### config.mk
export PLATFORM = sky130hd
export DESIGN_NAME = capture_controller
export DESIGN_NICKNAME = d
export VERILOG_FILES = /design/src/rtl/capture_pkg.sv /design/src/rtl/circ_addr_counter.sv /design/src/rtl/capture_controller.sv
export SDC_FILE = /design/constraint.sdc
export NUM_CORES = 1
export LEC_CHECK = 0
export ABC_AREA = 1
export ABC_CLOCK_PERIOD_IN_PS = 3690
export CORE_ASPECT_RATIO = 0.7
export CORE_MARGIN = 2
export CORE_UTILIZATION = 30
export DETAILED_ROUTE_END_ITERATION = 7
export GPL_TIMING_DRIVEN = 0
export HOLD_SLACK_MARGIN = 0.12
export SYNTH_ARGS = -nofsm -noshare
export SYNTH_HDL_FRONTEND = slang
export SYNTH_SLANG_ARGS = --single-unit
### constraint.sdc
create_clock -name system_clock -period 3.69 [get_ports system_clock]
set_input_delay 0.9225 -clock system_clock [delete_from_list [all_inputs] [get_ports system_clock]]
set_output_delay 0.9225 -clock system_clock [all_outputs]
set_load 0.03 [all_outputs]
### src/rtl/capture_pkg.sv
// Shared types and constants for the logic-analyzer capture controller.
package capture_pkg;

  // Encoded acquisition state; the encoding is visible in the status register.
  typedef enum logic [2:0] {
    ST_IDLE      = 3'd0,
    ST_ARM       = 3'd1,
    ST_PRETRIG   = 3'd2,
    ST_WAIT_TRIG = 3'd3,
    ST_POSTTRIG  = 3'd4,
    ST_DONE      = 3'd5
  } capture_state_t;

  localparam int CAP_ADDR_W_DEF   = 10;
  localparam int CAP_SAMPLE_W_DEF = 8;

  // Number of entries in the circular sample RAM for a given address width.
  function automatic int cap_depth(input int aw);
    return 1 << aw;
  endfunction

endpackage

### src/rtl/circ_addr_counter.sv
// Wrapping write-address pointer for the circular sample RAM, plus a
// modular subtractor used to derive the oldest valid sample address.
module circ_addr_counter #(
  parameter int AW = 10
) (
  input  logic          system_clock,
  input  logic          reset_n,
  input  logic          clr,
  input  logic          inc,
  output logic [AW-1:0] addr,
  input  logic [AW-1:0] sub_a,
  input  logic [AW-1:0] sub_b,
  output logic [AW-1:0] sub_diff
);

  logic [AW-1:0] addr_q, addr_d;

  // Next pointer: clear wins; increment wraps DEPTH-1 -> 0 by natural overflow.
  always_comb begin
    addr_d = addr_q;
    if (clr)      addr_d = '0;
    else if (inc) addr_d = addr_q + AW'(1);
  end

  // Pointer register.
  always_ff @(posedge system_clock or negedge reset_n) begin
    if (!reset_n) addr_q <= '0;
    else          addr_q <= addr_d;
  end

  assign addr = addr_q;

  // Modulo-DEPTH difference: AW-bit arithmetic discards the borrow.
  assign sub_diff = sub_a - sub_b;

endmodule

### src/rtl/capture_controller.sv
// Acquisition sequencer: arms sampler/trigger, fills the pre-trigger window,
// waits for run, captures post-trigger samples into a circular RAM and
// reports trigger / readout-start addresses.
module capture_controller
  import capture_pkg::*;
#(
  parameter int ADDR_WIDTH   = CAP_ADDR_W_DEF,
  parameter int SAMPLE_WIDTH = CAP_SAMPLE_W_DEF
) (
  input  logic                    system_clock,
  input  logic                    reset_n,
  input  logic                    start,
  input  logic                    abort,
  input  logic [ADDR_WIDTH-1:0]   pre_count,
  input  logic [ADDR_WIDTH-1:0]   post_count,
  input  logic [SAMPLE_WIDTH-1:0] sample_in,
  input  logic                    sample_valid,
  input  logic                    run,
  output logic                    arm,
  output logic                    wr_en,
  output logic [ADDR_WIDTH-1:0]   wr_addr,
  output logic [SAMPLE_WIDTH-1:0] wr_data,
  output logic [ADDR_WIDTH-1:0]   trig_addr,
  output logic [ADDR_WIDTH-1:0]   start_addr,
  output logic                    done,
  output logic                    busy,
  output logic [2:0]              state
);

  capture_state_t          state_q, state_d;
  logic [ADDR_WIDTH-1:0]   pre_q, pre_d;
  logic [ADDR_WIDTH-1:0]   post_q, post_d;
  logic [ADDR_WIDTH-1:0]   cnt_q, cnt_d;
  logic                    wr_en_q, wr_en_d;
  logic [ADDR_WIDTH-1:0]   wr_addr_q, wr_addr_d;
  logic [SAMPLE_WIDTH-1:0] wr_data_q, wr_data_d;
  logic [ADDR_WIDTH-1:0]   trig_q, trig_d;
  logic [ADDR_WIDTH-1:0]   saddr_q, saddr_d;

  logic                    ptr_clr, ptr_inc, take;
  logic [ADDR_WIDTH-1:0]   ptr, sub_a, sub_diff, room, post_sat, cnt_inc;

  // ptr is the address the next accepted sample will be written to.
  circ_addr_counter #(.AW(ADDR_WIDTH)) u_ptr (
    .system_clock (system_clock),
    .reset_n      (reset_n),
    .clr          (ptr_clr),
    .inc          (ptr_inc),
    .addr         (ptr),
    .sub_a        (sub_a),
    .sub_b        (pre_q),
    .sub_diff     (sub_diff)
  );

  // Trigger address feeding the start_addr subtractor. In WAIT_TRIG the trigger
  // lands at ptr this cycle; afterwards the registered value is stable. Taken
  // from registers only so the subtractor stays out of the FSM's comb path.
  assign sub_a = (state_q == ST_WAIT_TRIG) ? ptr : trig_q;

  // Post window is limited so pre + post never exceeds DEPTH-1 samples.
  assign room     = ADDR_WIDTH'(cap_depth(ADDR_WIDTH) - 1) - pre_count;
  assign post_sat = (post_count > room) ? room : post_count;
  assign cnt_inc  = cnt_q + ADDR_WIDTH'(1);

  // FSM next-state, sample counting and write generation; abort overrides all.
  always_comb begin
    state_d   = state_q;
    pre_d     = pre_q;
    post_d    = post_q;
    cnt_d     = cnt_q;
    wr_en_d   = 1'b0;
    wr_addr_d = wr_addr_q;
    wr_data_d = wr_data_q;
    trig_d    = trig_q;
    saddr_d   = saddr_q;
    ptr_clr   = 1'b0;
    take      = 1'b0;

    case (state_q)
      ST_IDLE, ST_DONE: begin
        if (start) begin
          state_d = ST_ARM;
          pre_d   = pre_count;
          post_d  = post_sat;
        end
      end
      ST_ARM: begin
        ptr_clr   = 1'b1;
        wr_addr_d = '0;
        cnt_d     = '0;
        trig_d    = '0;
        saddr_d   = '0;
        state_d   = (pre_q == '0) ? ST_WAIT_TRIG : ST_PRETRIG;
      end
      ST_PRETRIG: begin
        if (sample_valid) begin
          take  = 1'b1;
          cnt_d = cnt_inc;
          if (cnt_inc == pre_q) state_d = ST_WAIT_TRIG;
        end
      end
      ST_WAIT_TRIG: begin
        if (sample_valid) begin
          if (run) begin
            trig_d = ptr;
            if (post_q == '0) begin
              // Zero-length post window: the trigger sample is not stored.
              state_d = ST_DONE;
            end else begin
              take    = 1'b1;
              cnt_d   = ADDR_WIDTH'(1);
              state_d = (post_q == ADDR_WIDTH'(1)) ? ST_DONE : ST_POSTTRIG;
            end
          end else begin
            take = 1'b1;
          end
        end
      end
      ST_POSTTRIG: begin
        if (sample_valid) begin
          take  = 1'b1;
          cnt_d = cnt_inc;
          if (cnt_inc == post_q) state_d = ST_DONE;
        end
      end
      default: state_d = ST_IDLE;
    endcase

    if (take) begin
      wr_en_d   = 1'b1;
      wr_addr_d = ptr;
      wr_data_d = sample_in;
    end

    // start_addr is captured once, on the transition into DONE.
    if (state_d == ST_DONE && state_q != ST_DONE) saddr_d = sub_diff;

    if (abort) begin
      state_d   = ST_IDLE;
      take      = 1'b0;
      ptr_clr   = 1'b0;
      wr_en_d   = 1'b0;
      wr_addr_d = wr_addr_q;
      wr_data_d = wr_data_q;
      trig_d    = '0;
      saddr_d   = '0;
    end
  end

  assign ptr_inc = take;

  // State, configuration, counter and output registers.
  always_ff @(posedge system_clock or negedge reset_n) begin
    if (!reset_n) begin
      state_q   <= ST_IDLE;
      pre_q     <= '0;
      post_q    <= '0;
      cnt_q     <= '0;
      wr_en_q   <= 1'b0;
      wr_addr_q <= '0;
      wr_data_q <= '0;
      trig_q    <= '0;
      saddr_q   <= '0;
    end else begin
      state_q   <= state_d;
      pre_q     <= pre_d;
      post_q    <= post_d;
      cnt_q     <= cnt_d;
      wr_en_q   <= wr_en_d;
      wr_addr_q <= wr_addr_d;
      wr_data_q <= wr_data_d;
      trig_q    <= trig_d;
      saddr_q   <= saddr_d;
    end
  end

  assign arm        = (state_q == ST_ARM);
  assign done       = (state_q == ST_DONE);
  assign busy       = (state_q == ST_ARM) || (state_q == ST_PRETRIG) ||
                      (state_q == ST_WAIT_TRIG) || (state_q == ST_POSTTRIG);
  assign state      = state_q;
  assign wr_en      = wr_en_q;
  assign wr_addr    = wr_addr_q;
  assign wr_data    = wr_data_q;
  assign trig_addr  = trig_q;
  assign start_addr = saddr_q;

endmodule

Word-level counts from Yosys, hierarchy flattened
Cells that the tools add are included.
{ "totals": {"ff_bits": 82, "inputBits": 34, "output_inout_bits": 45, "elab_cells": 90} }
{ "op_classes": {"add_sub_neg": 4, "order_cmp": 1, "eq_ne": 16, "muxes": 39, "bitwise": 1, "reduce_logical": 19} }
{ "ops": {"columns": ["cell", "count"], "rows": [
  ["$mux W10", 15],
  ["$pmux W10 S3", 1],
  ["$mux W3", 8],
  ["$add A10 B1 Y10 const B", 2],
  ["$eq A10 B10 Y1", 2],
  ["$logic_not A10 Y1", 2],
  ["$pmux W10 S2", 1],
  ["$pmux W3 S5", 1],
  ["$mux W1", 12],
  ["$eq A10 B1 Y1 const B", 1],
  ["$gt A10 B10 Y1", 1],
  ["$sub A10 B10 Y10", 1],
  ["$sub A10 B10 Y10 const A", 1],
  ["$eq A3 B3 Y1 const B", 3],
  ["$ne A3 B3 Y1 const B", 3],
  ["$reduce_bool A3 Y1", 3],
  ["$eq A3 B2 Y1 const B", 2],
  ["$ne A2 B2 Y1 const B", 3],
  ["$reduce_and A2 Y1", 3],
  ["$reduce_and A5 Y1", 1],
  ["$reduce_bool A2 Y1", 2],
  ["$reduce_or A2 Y1", 2],
  ["$eq A3 B1 Y1 const B", 1],
  ["$logic_not A3 Y1", 1],
  ["6 further kinds", 8]
]} }

Depth between registers and ports, before layout
Gate-level depths: netlist of run 1.
{ "logic_depth": {"word_depth": 10, "mapped_depth": 17, "ltp_nobuf": 17} }

Modules after synthesis
From an unflattened synthesis of run 1, not the netlist that was laid out.
{ "hier_totals": {"hier_cells": 675, "hier_area_um2": 4929.7} }
{ "modules_own_cells": {"columns": ["module", "instances", "cells_per_inst", "area_each_um2", "seq_area_each_um2"], "rows": [
  ["capture_controller", 1, 517, 3910.0, 1801.7],
  ["circ_addr_counter", 1, 158, 1019.7, 250.2]
]} }

Worst setup path before layout of run 1
Ideal clock, no wire load.
{ "synth_timing": {"path_type": "flip-flop to flip-flop", "from": "register state_q[0] (netlist: state[0])", "to": "register saddr_q[6] (netlist: start_addr[6])", "setup_time_ns": 0.119, "arrival_time_ns": 3.012, "required_ns": 3.571, "slack_ns": 0.559, "stages_incl_launch_ff": 16, "path_buffers": 1, "period_less_slack_ns": 3.131, "cell_sequence": "dfrtp_1 -> inv_1 -> nor3_2 -> clkbuf_1 -> nand2_1 -> o21ai_0 -> inv_1 -> ha_1 -> fa_1 -> o31ai_1 -> a21oi_1 -> o21ai_0 -> xor2_1 -> inv_1 -> nand4_1 -> nand2_1"} }
{ "synth_between": {"elab_chain_cells": 7, "elab_cells_between_ends": 23, "cone_classes": "1 x add/sub; 7 x eq/ne; 11 x mux; 4 x reduce/logical"} }
{ "synth_lines": {"columns": ["element", "line", "source"], "rows": [
  ["start: declaration", "capture_controller.sv:30", "capture_state_t state_q, state_d;"],
  ["start signal: assignment", "capture_controller.sv:165", "state_q <= state_d;"],
  ["parallel branches: the longest is 7 deep, another holds $sub A10 B10 Y10", null, null],
  ["end signal: assignment", "capture_controller.sv:173", "saddr_q <= saddr_d;"],
  ["end: declaration", "capture_controller.sv:38", "logic [ADDR_WIDTH-1:0] saddr_q, saddr_d;"]
]} }
Several ways; the timed one is not identified.
A chain may end at the register's enable or synchronous reset.

Worst setup path in the final report of run 1
{ "layout_timing": {"from": "register state_q[1] (netlist: state[1])", "to": "output port busy"} }
{ "layout_between": {"elab_chain_cells": 4, "elab_cells_between_ends": 7, "cone_classes": "4 x eq/ne; 3 x reduce/logical"} }
{ "layout_lines": {"columns": ["element", "line", "source"], "rows": [
  ["$eq A3 B1 Y1 / $eq A3 B2 Y1 (equally long branches)", "capture_controller.sv:179", "assign busy = (state_q == ST_ARM) || (state_q == ST_PRETRIG) ||"],
  ["$logic_or A1 B1 Y1 (2 in series)", "capture_controller.sv:179", null],
  ["$logic_or A1 B1 Y1 (*)", "capture_controller.sv:180", "(state_q == ST_WAIT_TRIG) || (state_q == ST_POSTTRIG);"],
  ["end: declaration", "capture_controller.sv:26", "output logic busy,"]
]} }
Mark *: on every way between the ends. The rest lies on a longest branch, timed or not.

==> results of run 1 <==
power groups by stage:
stage / Combinational [uW] / Sequential, uW / Clock, uW
6_report: 1140 / 1190 / 912
5_1_grt: 1260 / 1210 / 964
4_1_cts: 1120 / 1190 / 924
3_5_place_dp: 1120 / 1200 / 0
3_3_place_gp: 1110 / 1200 / 0
2_1_floorplan: 591 / 1300 / 0
cells in the mapped netlist, types with 3 or more instances:
master                     count
sky130_fd_sc_hd__nor4_1        4
sky130_fd_sc_hd__xor2_1       14
sky130_fd_sc_hd__nand4_1      24
sky130_fd_sc_hd__xnor2_1       4
sky130_fd_sc_hd__nand3_1      66
sky130_fd_sc_hd__o21ai_1       7
sky130_fd_sc_hd__nand2_1     162
sky130_fd_sc_hd__buf_2         8
sky130_fd_sc_hd__nand2_2       4
sky130_fd_sc_hd__o22ai_1      14
sky130_fd_sc_hd__o31ai_1       3
sky130_fd_sc_hd__dfrtp_1      82
sky130_fd_sc_hd__nor3_1       12
sky130_fd_sc_hd__clkbuf_1      7
sky130_fd_sc_hd__inv_1        84
sky130_fd_sc_hd__nor2_1       34
sky130_fd_sc_hd__o21ai_0      63
sky130_fd_sc_hd__a21oi_1      21
sky130_fd_sc_hd__clkinv_1      3
sky130_fd_sc_hd__ha_1         21
flip-flops by register name, summed over array words and instances, names as in the netlist:
name,flops
wr_en,1
state,3
wr_addr,10
trig_addr,10
cnt_q,10
u_ptr.addr,10
pre_q,10
start_addr,10
post_q,10
wr_data,8
metrics by stage:
| stage | setup slack (ns) | power [uW] | util (%) |
|---|---|---|---|
| 5_1_grt | -0.00426 | 3430 | 39.0 |
| 4_1_cts | 0.0380 | 3230 | 38.9 |
| 3_3_place_gp | -1.39 | 2310 | 36.9 |
| 2_1_floorplan | 0.559 | 1890 | - |
| 3_5_place_dp | 0.0648 | 2320 | 37.0 |
| 6_report | 0.207 | 3240 | 39.0 |
worst max path at each step:
| stage | from | end | cells after the start | slack [ns] |
|---|---|---|---|---|
| after CTS | state[0] | start_addr[6] | 15 | 0.04 |
| final | state[1] | busy | 8 | 0.21 |
| after detailed placement | state[0] | start_addr[6] | 15 | 0.06 |
| after global routing | state[0] | start_addr[6] | 15 | -0.004 |
| after global placement | reset_n | post_q[8] | 1 | -1.39 |
| after floorplan | state[0] | start_addr[6] | 15 | 0.56 |
cells by family (layout without fill, tap and decap cells):
family	count (synthesis)	after routing
buf+inv	106	200
fa+ha+maj	22	22
compound gates	113	113
flops	82	82
simple gates	310	310
xor+xnor	18	18
placed cells by master (no fill, tap or decap), drive strengths merged:
cell type and count:
nand2 167, inv 84, dfrtp 82, clkdlybuf4s50 76, o21ai 71, nand3 66, nor2 36, nand4 24
a21oi 21, ha 21, clkbuf 18, xor2 14, o22ai 14, buf 14, nor3 13, clkinv 7
xnor2 4, nor4 4, o31ai 3, o2111ai 1, o2111a 1, o21bai 1, o211ai 1, fa 1
bufinv 1
area by class of cell:
class / count / share of cell area [%]
Multi-Input combinational cell: 463 / 38.7
Tap cell: 225 / 4.47
Timing Repair Buffer: 78 / 12.6
Clock buffer: 11 / 3.86
Clock inverter: 5 / 0.855
Buffer: 19 / 1.67
Inverter: 87 / 5.19
Sequential cell: 82 / 32.6
layer usage:
metal / GRT usage (%) / wire, um / vias to the layer above / share of wire, %
met5: 0 / 0 / - / 0
met4: 3.67 / 119 / 0 / 0.85
met3: 2.97 / 704 / 11 / 5.0
met2: 21.3 / 5270 / 133 / 38
met1: 28.6 / 7940 / 2142 / 57
li1: - / - / 2351 / -
repair_timing:
item                       4_1_cts  5_1_grt
gates resized for setup          0        5
setup buffers                    0        0
setup endpoints to repair        0        3
tightest hold or removal path: stages, from the launching register on:
cell,delay (ns)
sky130_fd_sc_hd__dfrtp_1,0.34
sky130_fd_sc_hd__nand2_1,0.05
sky130_fd_sc_hd__nand2_1,0.06
==> run summary, run 1 <==
The number of nets in the synthesized netlist is 707. The top cell type by area accounts for 41.9% of the synthesized area. Cell type group with the largest total delay on the critical path: buffers and inverters. Floorplan core area: 16200 um2. By area, the combinational part of the netlist is dominated by simple AND/OR/NAND/NOR gates.

Arithmetic-cell share of the synthesized area counting full adders, half adders and majority gates: 5.77%. The clock transition at the register clock pins on the worst setup and hold paths after CTS was 0.06 ns. TritonCTS built the clock tree.

The worst-case register-to-register setup slack was 0.27 ns; the clock sink count was 82. In the routed layout, each cell is associated on average with a via count of 4.78. For the pin with the worst max-slew slack, the measured transition is 0.833 ns.

The wire length after detailed routing was 14000 um. After technology mapping, the gate count stands at 651. Switching power total: 1230 uW. The number of nets in the finished design was 796.

The highest-delay cell along the critical path was sky130_fd_sc_hd__clkdlybuf4s50_1. Compared with the post-synthesis result, the final layout area differs by 28.4%. Counting stages on the worst path, the most repeated cell is sky130_fd_sc_hd__nor2_1.

Max-cap violations in this run came to 0. The boundary pin count is 79, and the sequential standard cell area is 2050 um2. For this run, the leading register cell type out of synthesis is sky130_fd_sc_hd__dfrtp_1. The share of total power in combinational logic was 35.1%. The routed layout has 4637 vias.

The worst setup path is captured at an output port. For the number of pins exceeding their max-slew limit in the final report, the log shows 0. Dividing total power by cell area gives a power density of 515 nW/um2. The floorplan die height is 111 um. After routing, the total negative slack on setup checks comes to 0 ns. Once detail routing completed, the nets flagged for antenna violations numbered 0.

The switching fraction of total power works out to 37.9%. Counting flops and latches in the post-synthesis netlist gives 82. The headroom to the max-slew limit is 44.1%, and the placer's final routability congestion estimate is 0.871. Yosys printed 0 warnings.

The flow ran to the end, and the final reports show no timing, DRC or antenna violations. In the finished design, the share of the clock period the worst path needs comes to 94.4%. Internal power comes to 2010 uW. Buffers placed on the I/O ports in this run total 77.

For this block, the initial DRC count from the detailed router was 351. The complex-gate fraction of the synthesized area is 12.4%, and the part of the Yosys area used for sequential elements is 41.9%. The initial antenna violation count is 0, and the number of cells traversed by the worst hold path is 2. The number of unique standard cell types used by synthesis came out at 31. The hold path startpoint was wr_data[5]. The number of global-route vias before repair came out at 4319. The class of the most critical setup path is reg2out.

The horizontal extent of the die was 157 um; the length in cells of the worst reg-to-reg path was 15. Class of the worst hold path: reg2reg. The final count of hold timing violations is 0, and the post-detailed-placement half-perimeter wirelength is 11000 um. Across the VDD grid, the largest voltage drop is 0.256 mV.

The maximum clock skew at final layout was 0.00507 ns; the post-synthesis simple-gate area fraction was 27.9%. In this run the critical register-to-register path is captured at start_addr[6]. The tools report the total inserted antenna cells as 0.

In this run the critical register-to-register path is launched from state[0]. The finished cells cover 6290 um2. The tools report the wire length of the first global-routing pass as 23200 um.

In the final layout, the multi-input gates occupy 2440 um2. The largest total area in the synthesized netlist belongs to sky130_fd_sc_hd__dfrtp_1. The critical path goes through inv_1 -> nand2_1 -> nor2_1 -> nor2_1 -> inv_1 -> nor2_1 -> nand2_1 -> clkdlybuf4s50_1. The clock network burns 28.1% of the power. Counting flops with a built-in enable in the synthesized netlist gives 0. The tree is rooted in a sky130_fd_sc_hd__clkbuf_16. On the worst path, the slowest cell contributes a delay of 0.69 ns. The floorplan has 39 rows. Hold repair after CTS inserted 0 buffers. Global routing consumed, over all layers together, 16.8% of the routing resources. Summed over all cells, the static leakage comes to 0.00293 uW.

After detailed placement, the design holds a cell count of 954. The number of buffers and inverters on the critical path works out to 3. Summing all placed instances gives a cell area of 5980 um2. Entering global routing, the biggest net connects 57 pins. By area the synthesized netlist is led by sky130_fd_sc_hd__dfrtp_1 (42%), sky130_fd_sc_hd__nand2_1 (12%), sky130_fd_sc_hd__nand3_1 (6.7%). The leftover overflow at the end of global routing was 0. After the flow finishes, the layout carries non-filler instances totaling 970. Clock latency on the worst-skew pair: 0.34 ns. The DRC violation count after routing came out at 0. The maximum count of clock buffers along a single path is 2.

Of the post-synthesis cell area, the part taken by muxes is 0%. Maximum fanout count along the critical path: 6. Hold timing on the final database bottoms out at a slack of 0.480 ns. The critical path arrival is 2.56 ns, and the number of buffers created by CTS is 9. Cells with a size suffix above 1 make up 5.50% of the layout.

The total die area came out at 17400 um2. The required time reported for the critical path endpoint was 2.77 ns; the routed wirelength normalized by instance count was 14.5 um. For this run, asynchronously set or reset flops after synthesis account for 100%. The logs give 1698 for the total of fill cells in the finished design and 3 for the H-tree depth reported by CTS. The first TritonRoute pass finished after 5 iterations. The tools report the end point of the most critical hold path as wr_data[5].

After layout, the minimum clock period comes to 3.48 ns. Each instance of the synthesized netlist takes up on average 7.53 um2. Derived from the worst setup path, the maximum achievable clock frequency is 0.287 GHz. Summing the areas of all xor and xnor instances in the mapped netlist gives 3.22% of the synthesized area.

Sequential cells account for 36.8% of the total power. The mapped netlist covers 4900 um2. The element type at the critical path start was a flip-flop. For this configuration, the core starts out at a cell density of 30.4%. Setup violations remaining at the end of the flow were counted as 0.
Note: power is estimated with default switching activity, not from simulation.
==> run 2, diff against run 1 <==
--- a/config.mk
+++ b/config.mk
@@ -10,7 +10,9 @@
 export CORE_ASPECT_RATIO = 0.7
 export CORE_MARGIN = 2
 export CORE_UTILIZATION = 30
+export CTS_CLUSTER_DIAMETER = 100
 export DETAILED_ROUTE_END_ITERATION = 7
+export DONT_BUFFER_PORTS = 1
 export GPL_TIMING_DRIVEN = 0
 export HOLD_SLACK_MARGIN = 0.12
 export SYNTH_ARGS = -nofsm -noshare
==> run summary, run 2 (same netlist as run 1, synthesis figures left out) <==
The global router's overall resource usage is 16.5% (-0.38 points). The class of the worst hold path is in2async. The antenna violation net count after detailed routing came out at 0 (unchanged).

The maximum fanout count along the critical path is 10 (+4). The actual slew at the worst max-slew pin is 1.15 ns (+0.322 ns), and the horizontal extent of the die is 157 um (unchanged). The clock latency on the worst-skew pair was 0.34 ns (about the same); the H-tree depth reported by CTS was 3 (unchanged). The number of setup violations in the final report was 0 (unchanged); the cell-internal power was 1850 uW (-8.0%). The routed wirelength normalized by instance count was 15.3 um (+5.9%); the total die area was 17400 um2 (unchanged).

The run gives 0 (unchanged) as the DRC violation count after routing. The length in cells of the worst reg-to-reg path is 15 (unchanged). Setup repair after global routing left no endpoint under its margin. The tools report the initial antenna violation count as 0 (unchanged). The tools report the maximum clock skew at final layout as 0.00913 ns (+0.00407 ns). In this run the critical register-to-register path is launched from state[0]. The post-route clock period utilization was 94.0% (-0.38 points).

The share of total power in combinational logic was 26.3% (-8.8 points). The largest net degree at the start of global routing is 83 (+46%), and the floorplan core area is 16200 um2 (unchanged). The placement row count came out at 39 (unchanged). For the post-detailed-placement half-perimeter wirelength, the log shows 10600 um (-2.9%). The effective utilization at floorplan was 30.4% (unchanged).

The worst setup path is launched from a flip-flop. The run gives 29.8% (+1.7 points) as the portion of total power attributed to the clock network. The wire length of the first global-routing pass was 22400 um (-3.5%). The power density over cell area is 553 nW/um2 (+7.3%), and the DRC marker count from the first detailed-route iteration is 351 (unchanged).

Leaving out fill and tap cells, the most frequent cells in the layout are sky130_fd_sc_hd__nand2_1 (162), sky130_fd_sc_hd__inv_1 (84), sky130_fd_sc_hd__dfrtp_1 (80). Post-detailed-route via-to-cell ratio: 4.90 (+2.5%). Final count of hold timing violations: 0 (unchanged).

For the leakage power figure, the log shows 0.00262 uW (-11%). The boundary pin count was 79 (unchanged); the number of buffers created by CTS was 9 (unchanged). The tools report the total inserted antenna cells as 0 (unchanged). The run gives 0 (unchanged) as the number of buffers inserted for hold repair after clock tree synthesis.

CTS placed an instance of sky130_fd_sc_hd__clkbuf_16 at the clock tree root. The logs give 2 (unchanged) for the maximum count of clock buffers along a single path and 0.898 (+3.1%) for the placer's final routability congestion estimate. The run gives 82 (unchanged) as the clock sink count.

The share of post-route cells with drive strength above 1 is 6.00% (+0.49 points). The post-route minimum period was 3.47 ns (-0.0139 ns); the area growth from synthesis to layout was 12.3%. The total power after layout was 3040 uW (-6.1%); the worst hold-check slack was 0.270 ns (-0.209 ns). The run gives 13700 um (-2.6%) as the wire length after detailed routing.

The sequential share of power was 43.8% (+7.0 points); the critical path arrival was 3.70 ns (+1.14 ns). The number of detailed-routing iterations run before antenna repair is 5 (unchanged). The logs give 0.22 ns (-0.05 ns) for the worst-case register-to-register setup slack and 1190 uW (-3.0%) for the switching power total. The total of fill cells in the finished design is 1711 (+0.77%), and the leftover overflow at the end of global routing is 0 (unchanged). The maximum resistive drop on vdd came out at 0.279 mV (+9.2%). The headroom to the max-slew limit was 22.4% (-22 points); the count of input and output buffers was 0 (-100%). The number of nets in the finished design came out at 718 (-9.8%).

Class of the most critical setup path: reg2reg. TritonCTS built the clock tree. The tools report the end of the worst register-to-register path as start_addr[6]. The worst setup path is captured at a flip-flop. For the required time reported for the critical path endpoint, the log shows 3.92 ns (+1.15 ns). The top achievable clock speed was 0.288 GHz (+0.40%). The number of global-route vias before repair is 4035 (-6.6%). The switching fraction of total power was 39.2% (+1.3 points); the setup total negative slack was 0 ns (unchanged). The floorplan die height was 111 um (unchanged); the clock transition at the register clock pins on the worst setup and hold paths after CTS was 0.07 ns (about the same).

The flow ran to the end, and the final reports show no timing, DRC or antenna violations. The tools report the number of pins exceeding their max-slew limit in the final report as 0 (unchanged). Leaving out fill and tap cells, the most frequent cell in the layout is sky130_fd_sc_hd__nand2_1. The routed via count was 4370 (-5.8%); the max-cap violation count was 0 (unchanged).
## run 2: timing repair
item | CTS | global route
setup endpoints to repair | 2 | 3
gates resized for setup | 2 | 4
setup buffers | 0 | 0
## run 2: critical path: stages (launching register included)
cell and delay (ns):
sky130_fd_sc_hd__dfrtp_2 0.51, sky130_fd_sc_hd__inv_1 0.14, sky130_fd_sc_hd__nor3_4 0.31, sky130_fd_sc_hd__clkbuf_2 0.30, sky130_fd_sc_hd__nand2_1 0.10, sky130_fd_sc_hd__o21ai_0 0.08
sky130_fd_sc_hd__inv_1 0.06, sky130_fd_sc_hd__ha_1 0.22, sky130_fd_sc_hd__fa_1 0.45, sky130_fd_sc_hd__o31ai_4 0.36, sky130_fd_sc_hd__a21oi_1 0.10, sky130_fd_sc_hd__o21ai_0 0.19
sky130_fd_sc_hd__xor2_1 0.26, sky130_fd_sc_hd__inv_1 0.09, sky130_fd_sc_hd__nand4_1 0.13, sky130_fd_sc_hd__nand2_1 0.06
## run 2: how the worst max path moves through the flow
stage | startpoint | end | slack [ns] | depth (start not counted)
finish | state[0] | start_addr[6] | 0.22 | 15
detailed placement | state[0] | start_addr[6] | -0.22 | 15
CTS | state[0] | start_addr[6] | 0.03 | 15
global placement | state[0] | start_addr[6] | -0.22 | 15
floorplan | state[0] | start_addr[6] | 0.56 | 15
global route | state[0] | start_addr[6] | 0.04 | 15
## run 2: final cells by class
type	instances	area, um2	area share [%]
Multi-Input combinational cell	463	2440	44.3
Sequential cell	82	2050	37.3
Inverter	87	327	5.93
Tap cell	225	282	5.11
Clock buffer	10	229	4.16
Buffer	19	105	1.91
Clock inverter	6	67.6	1.23
## run 2: power groups by stage
stage / Sequential (uW) / Combinational (uW) / Clock [uW]
floorplan: 1300 / 591 / 0
global placement: 1340 / 770 / 0
detailed placement: 1340 / 775 / 0
CTS: 1330 / 784 / 923
global route: 1350 / 916 / 965
finish: 1330 / 800 / 908
## run 2: through the flow
stage          area [um2]  std cells  utilization [%]  worst slack [ns]
2_1_floorplan        4900        651                -             0.559
3_3_place_gp         5180        876             32.1            -0.221
3_5_place_dp         5180        876             32.1            -0.222
4_1_cts              5490        892             34.0            0.0288
5_1_grt              5500        892             34.1            0.0387
6_report             5500        892             34.1             0.221
## run 2: layer usage
layer / global-route usage (%) / wire length (um) / vias up / part of all wire [%]
met4: 3.61 / 121 / 0 / 0.88
met5: 0 / 0 / - / 0
met3: 5.00 / 1400 / 9 / 10
met1: 26.6 / 6990 / 2001 / 51
met2: 20.8 / 5160 / 168 / 38
li1: - / - / 2192 / -
==> run 3, diff against run 2 <==
--- a/config.mk
+++ b/config.mk
@@ -10,11 +10,11 @@
 export CORE_ASPECT_RATIO = 0.7
 export CORE_MARGIN = 2
 export CORE_UTILIZATION = 30
-export CTS_CLUSTER_DIAMETER = 100
+export CTS_CLUSTER_DIAMETER = 150
 export DETAILED_ROUTE_END_ITERATION = 7
-export DONT_BUFFER_PORTS = 1
 export GPL_TIMING_DRIVEN = 0
 export HOLD_SLACK_MARGIN = 0.12
 export SYNTH_ARGS = -nofsm -noshare
 export SYNTH_HDL_FRONTEND = slang
+export SYNTH_HIERARCHICAL = 1
 export SYNTH_SLANG_ARGS = --single-unit
==> run summary, run 3 <==
The post-detailed-placement half-perimeter wirelength was 10900 um (+2.3%); the boundary pin count was 79 (unchanged). Maximum clock skew at final layout: 0.00788 ns (-0.00125 ns). Final count of hold timing violations: 0 (unchanged). The number of buffers and inverters on the critical path was 3 (-1). Smallest setup slack after layout: 0.535 ns (+0.314 ns). The tools report the cell-internal power as 2020 uW (+9.3%). The actual slew at the worst max-slew pin is 0.826 ns (-0.328 ns), and the post-detailed-route via-to-cell ratio is 4.67 (-4.7%). The number of global-route vias before repair was 4251 (+5.4%); the clock transition at the register clock pins on the worst setup and hold paths after CTS was 0.06 ns (about the same). The share of total power in combinational logic came out at 31.1% (+4.8 points). The cell sitting at the root of the clock tree is a sky130_fd_sc_hd__clkbuf_16.

The run gives 9 (unchanged) as the number of buffers created by CTS. The placer's final routability congestion estimate was 0.875 (-2.5%); the share of post-route cells with drive strength above 1 was 5.45% (-0.54 points). Walking the worst path, the cells encountered are inv_2 -> nor2_1 -> inv_2 -> nor2_1 -> clkdlybuf4s50_1. The average instance area after synthesis came out at 7.30 um2 (-3.0%).

The run gives 0.00308 uW (+17%) as the leakage power figure. The worst-case register-to-register setup slack is 0.69 ns (+0.47 ns). The number of unique standard cell types used by synthesis came out at 37 (+19%). For this run, the leading register cell type out of synthesis is sky130_fd_sc_hd__dfrtp_1.

The worst hold path belongs to the class reg2reg. The number of gates resized after CTS came out at 0 (-2). The headroom to the max-slew limit is 44.7% (+22 points), and the horizontal extent of the die is 157 um (+0.27%). The clock latency on the worst-skew pair is 0.34 ns (about the same).

The cell area after placement came out at 6010 um2 (+16%). The run gives 2 (unchanged) as the maximum count of clock buffers along a single path. The number of buffers inserted for hold repair after clock tree synthesis was 0 (unchanged); the number of setup violations in the final report was 0 (unchanged). The switching power total came out at 1160 uW (-2.5%). The run gives 37.4% (-6.4 points) as the sequential share of power. The tools report the number of detailed-routing iterations run before antenna repair as 5 (unchanged). Most common cell after layout, fill and taps aside: sky130_fd_sc_hd__nand2_1.

The effective utilization at floorplan was 30.4% (+0.078 points). The number of pins exceeding their max-slew limit in the final report is 0 (unchanged), and the clock sink count is 82 (unchanged). The worst setup path is launched from a flip-flop. Critical path arrival: 2.23 ns (-1.47 ns).

The top cell types in the final layout, fill and taps aside, are sky130_fd_sc_hd__nand2_1 (193), sky130_fd_sc_hd__inv_1 (101), sky130_fd_sc_hd__dfrtp_1 (82). The global router's overall resource usage is 16.6% (+0.19 points), and the part of the Yosys area used for sequential elements is 41.6% (-0.23 points). The total number of yosys warnings was 6 (+6).

STA classifies the critical path endpoint as an output port. The delay of the slowest critical-path stage was 0.76 ns (+0.25 ns). The portion of total power attributed to the clock network is 31.4% (+1.6 points). Post-route clock period utilization: 85.5% (-8.5 points). TritonCTS built the clock tree. The run finished with clean final reports.

The mapped cell area was 4930 um2 (+0.56%); the share of flip-flops with an asynchronous set or reset after synthesis was 100% (unchanged). The count of state elements after synthesis is 82 (unchanged). For the number of nets in the finished design, the log shows 821 (+14%).

The slowest stage of the critical path is the sky130_fd_sc_hd__clkdlybuf4s50_1 cell. The maximum resistive drop on vdd was 0.285 mV (+2.0%); the H-tree depth reported by CTS was 3 (unchanged). The logs give 0.317 GHz (+10%) for the top achievable clock speed and 4647 (+6.3%) for the routed via count. The placement row count is 39 (unchanged).

The final cell area excluding filler cells came out at 6340 um2 (+15%). The wire length of the first global-routing pass is 22700 um (+1.1%), and the initial antenna violation count is 0 (unchanged). The area growth from synthesis to layout is 28.6%. The total nets after synthesis was 731 (+3.4%). The leftover overflow at the end of global routing was 0 (unchanged); the floorplan core area was 16200 um2 (+0.30%). Count of input and output buffers: 78 (+78).

The DRC violation count after routing came out at 0 (unchanged). Yosys instantiated no cell more often than sky130_fd_sc_hd__nand2_1. Power density over cell area: 502 nW/um2 (-9.1%). The kind of cell with the highest combined delay along the critical path is buffers and inverters.

The logs give 383 (+9.1%) for the DRC marker count from the first detailed-route iteration and 0.464 ns (+0.686 ns) for the worst setup timing slack at the placement stage. The count of flip-flops with a built-in enable after synthesis is 0 (unchanged). The switching fraction of total power was 36.5% (-2.7 points); the total power after layout was 3180 uW (+4.7%).

The floorplan die height came out at 111 um (+0.27%). Setup repair after global routing left no endpoint under its margin. The run gives 2.77 ns (-1.15 ns) as the required time reported for the critical path endpoint. The setup path with the least slack is of type reg2out. Counting instances in the post-synthesis netlist gives the leading cell types as sky130_fd_sc_hd__nand2_1 (193), sky130_fd_sc_hd__inv_1 (101), sky130_fd_sc_hd__dfrtp_1 (82), sky130_fd_sc_hd__nor2_1 (57), sky130_fd_sc_hd__o21ai_0 (46).

The run gives 675 (+3.7%) as the count of mapped cells out of synthesis. The post-route minimum period was 3.15 ns (-0.314 ns); the maximum fanout count along the critical path was 6 (-4). The number of buffers inserted to repair setup after CTS is 0 (unchanged). The run gives 0 (unchanged) as the antenna violation net count after detailed routing. Sorting the synthesized cells by area gives the leading types as sky130_fd_sc_hd__dfrtp_1 (42%), sky130_fd_sc_hd__nand2_1 (15%), sky130_fd_sc_hd__inv_1 (7.7%). The wire length after detailed routing is 14000 um (+2.3%), and the total die area is 17500 um2 (+0.55%). The max-cap violation count is 0 (unchanged), and the routed wirelength normalized by instance count is 14.1 um (-8.3%).

The largest net degree at the start of global routing came out at 47 (-43%). The area fraction of the dominant cell type after synthesis was 41.6% (-0.23 points); the total inserted antenna cells was 0 (unchanged). Of all cell types, the one taking the most synthesized area is sky130_fd_sc_hd__dfrtp_1.
run 3: cell types whose count changed after synthesis, moves of 4 or more:
cell / change
sky130_fd_sc_hd__nand4_1: -4
sky130_fd_sc_hd__nand3_1: -21
sky130_fd_sc_hd__o21ai_0: -17
sky130_fd_sc_hd__inv_1: +17
sky130_fd_sc_hd__nand2_1: +31
sky130_fd_sc_hd__nor2_1: +23
sky130_fd_sc_hd__inv_2: +4
sky130_fd_sc_hd__buf_2: -5
sky130_fd_sc_hd__xor2_1: -8
sky130_fd_sc_hd__nor3_1: -7
sky130_fd_sc_hd__o22ai_1: +12
run 3: metal layers:
layer  up-vias  wire (um)  share of wire (%)  global-route usage, %
li1       2377          -                  -                      -
met1      2106       7800                 56                   28.0
met2       152       4980                 36                   20.2
met3        12       1040                7.4                   4.07
met4         0        165                1.2                   4.18
met5         -          0                  0                      0
run 3: layout make-up:
type	instances	area, um2
sequential	82	2050
buffer	11	56.3
tap	225	282
fill	1724	9860
inverter	108	405
clock buffer	11	243
clock inverter	5	85.1
multi-input combinational	474	2420
timing repair buffer	79	798
run 3: metrics by stage:
stage	utilization (%)	std cells	hold slack, ns	setup TNS (ns)
after floorplan	-	675	0.481	0
after global placement	37.0	978	0.466	-124.38
after detailed placement	37.1	979	0.468	0
after CTS	39.1	995	0.493	0
after global routing	39.1	995	0.513	0
final	39.1	995	0.492	0
run 3: final timing paths:
path,from,endpoint,depth (start not counted)
min,wr_data[0],wr_data[0],2
min in group asynchronous,reset_n,wr_en,1
max reg2reg,state[0],start_addr[6],18
min reg2reg,wr_data[0],wr_data[0],2
max,state[0],arm,5
max in group asynchronous,reset_n,cnt_q[5],2
run 3: kinds of logic after synthesis:
| family | Yosys count | synth area share (%) |
|---|---|---|
| simple gates | 338 | 29.8 |
| xor+xnor | 9 | 1.60 |
| buf+inv | 119 | 9.37 |
| flops | 82 | 41.6 |
| compound gates | 105 | 11.9 |
| fa+ha+maj | 22 | 5.74 |
run 3: power groups by stage:
stage / Combinational, uW / Clock [uW] / Sequential, uW
6_report: 992 / 1000 / 1190
5_1_grt: 1100 / 1060 / 1210
4_1_cts: 989 / 1020 / 1190
3_5_place_dp: 985 / 0 / 1200
3_3_place_gp: 977 / 0 / 1210
2_1_floorplan: 538 / 0 / 1260
run 3: worst register-to-register path, delay by kind of cell (launching register included):
| family | cells | cell delay (ns) |
|---|---|---|
| AO/OA/AOI/OAI | 1 | 0.10 |
| adder cells (fa/ha/maj) | 2 | 0.41 |
| flip-flops | 1 | 0.44 |
| XOR/XNOR | 1 | 0.24 |
| buffers and inverters | 5 | 0.72 |
| AND/OR/NAND/NOR | 9 | 1.04 |
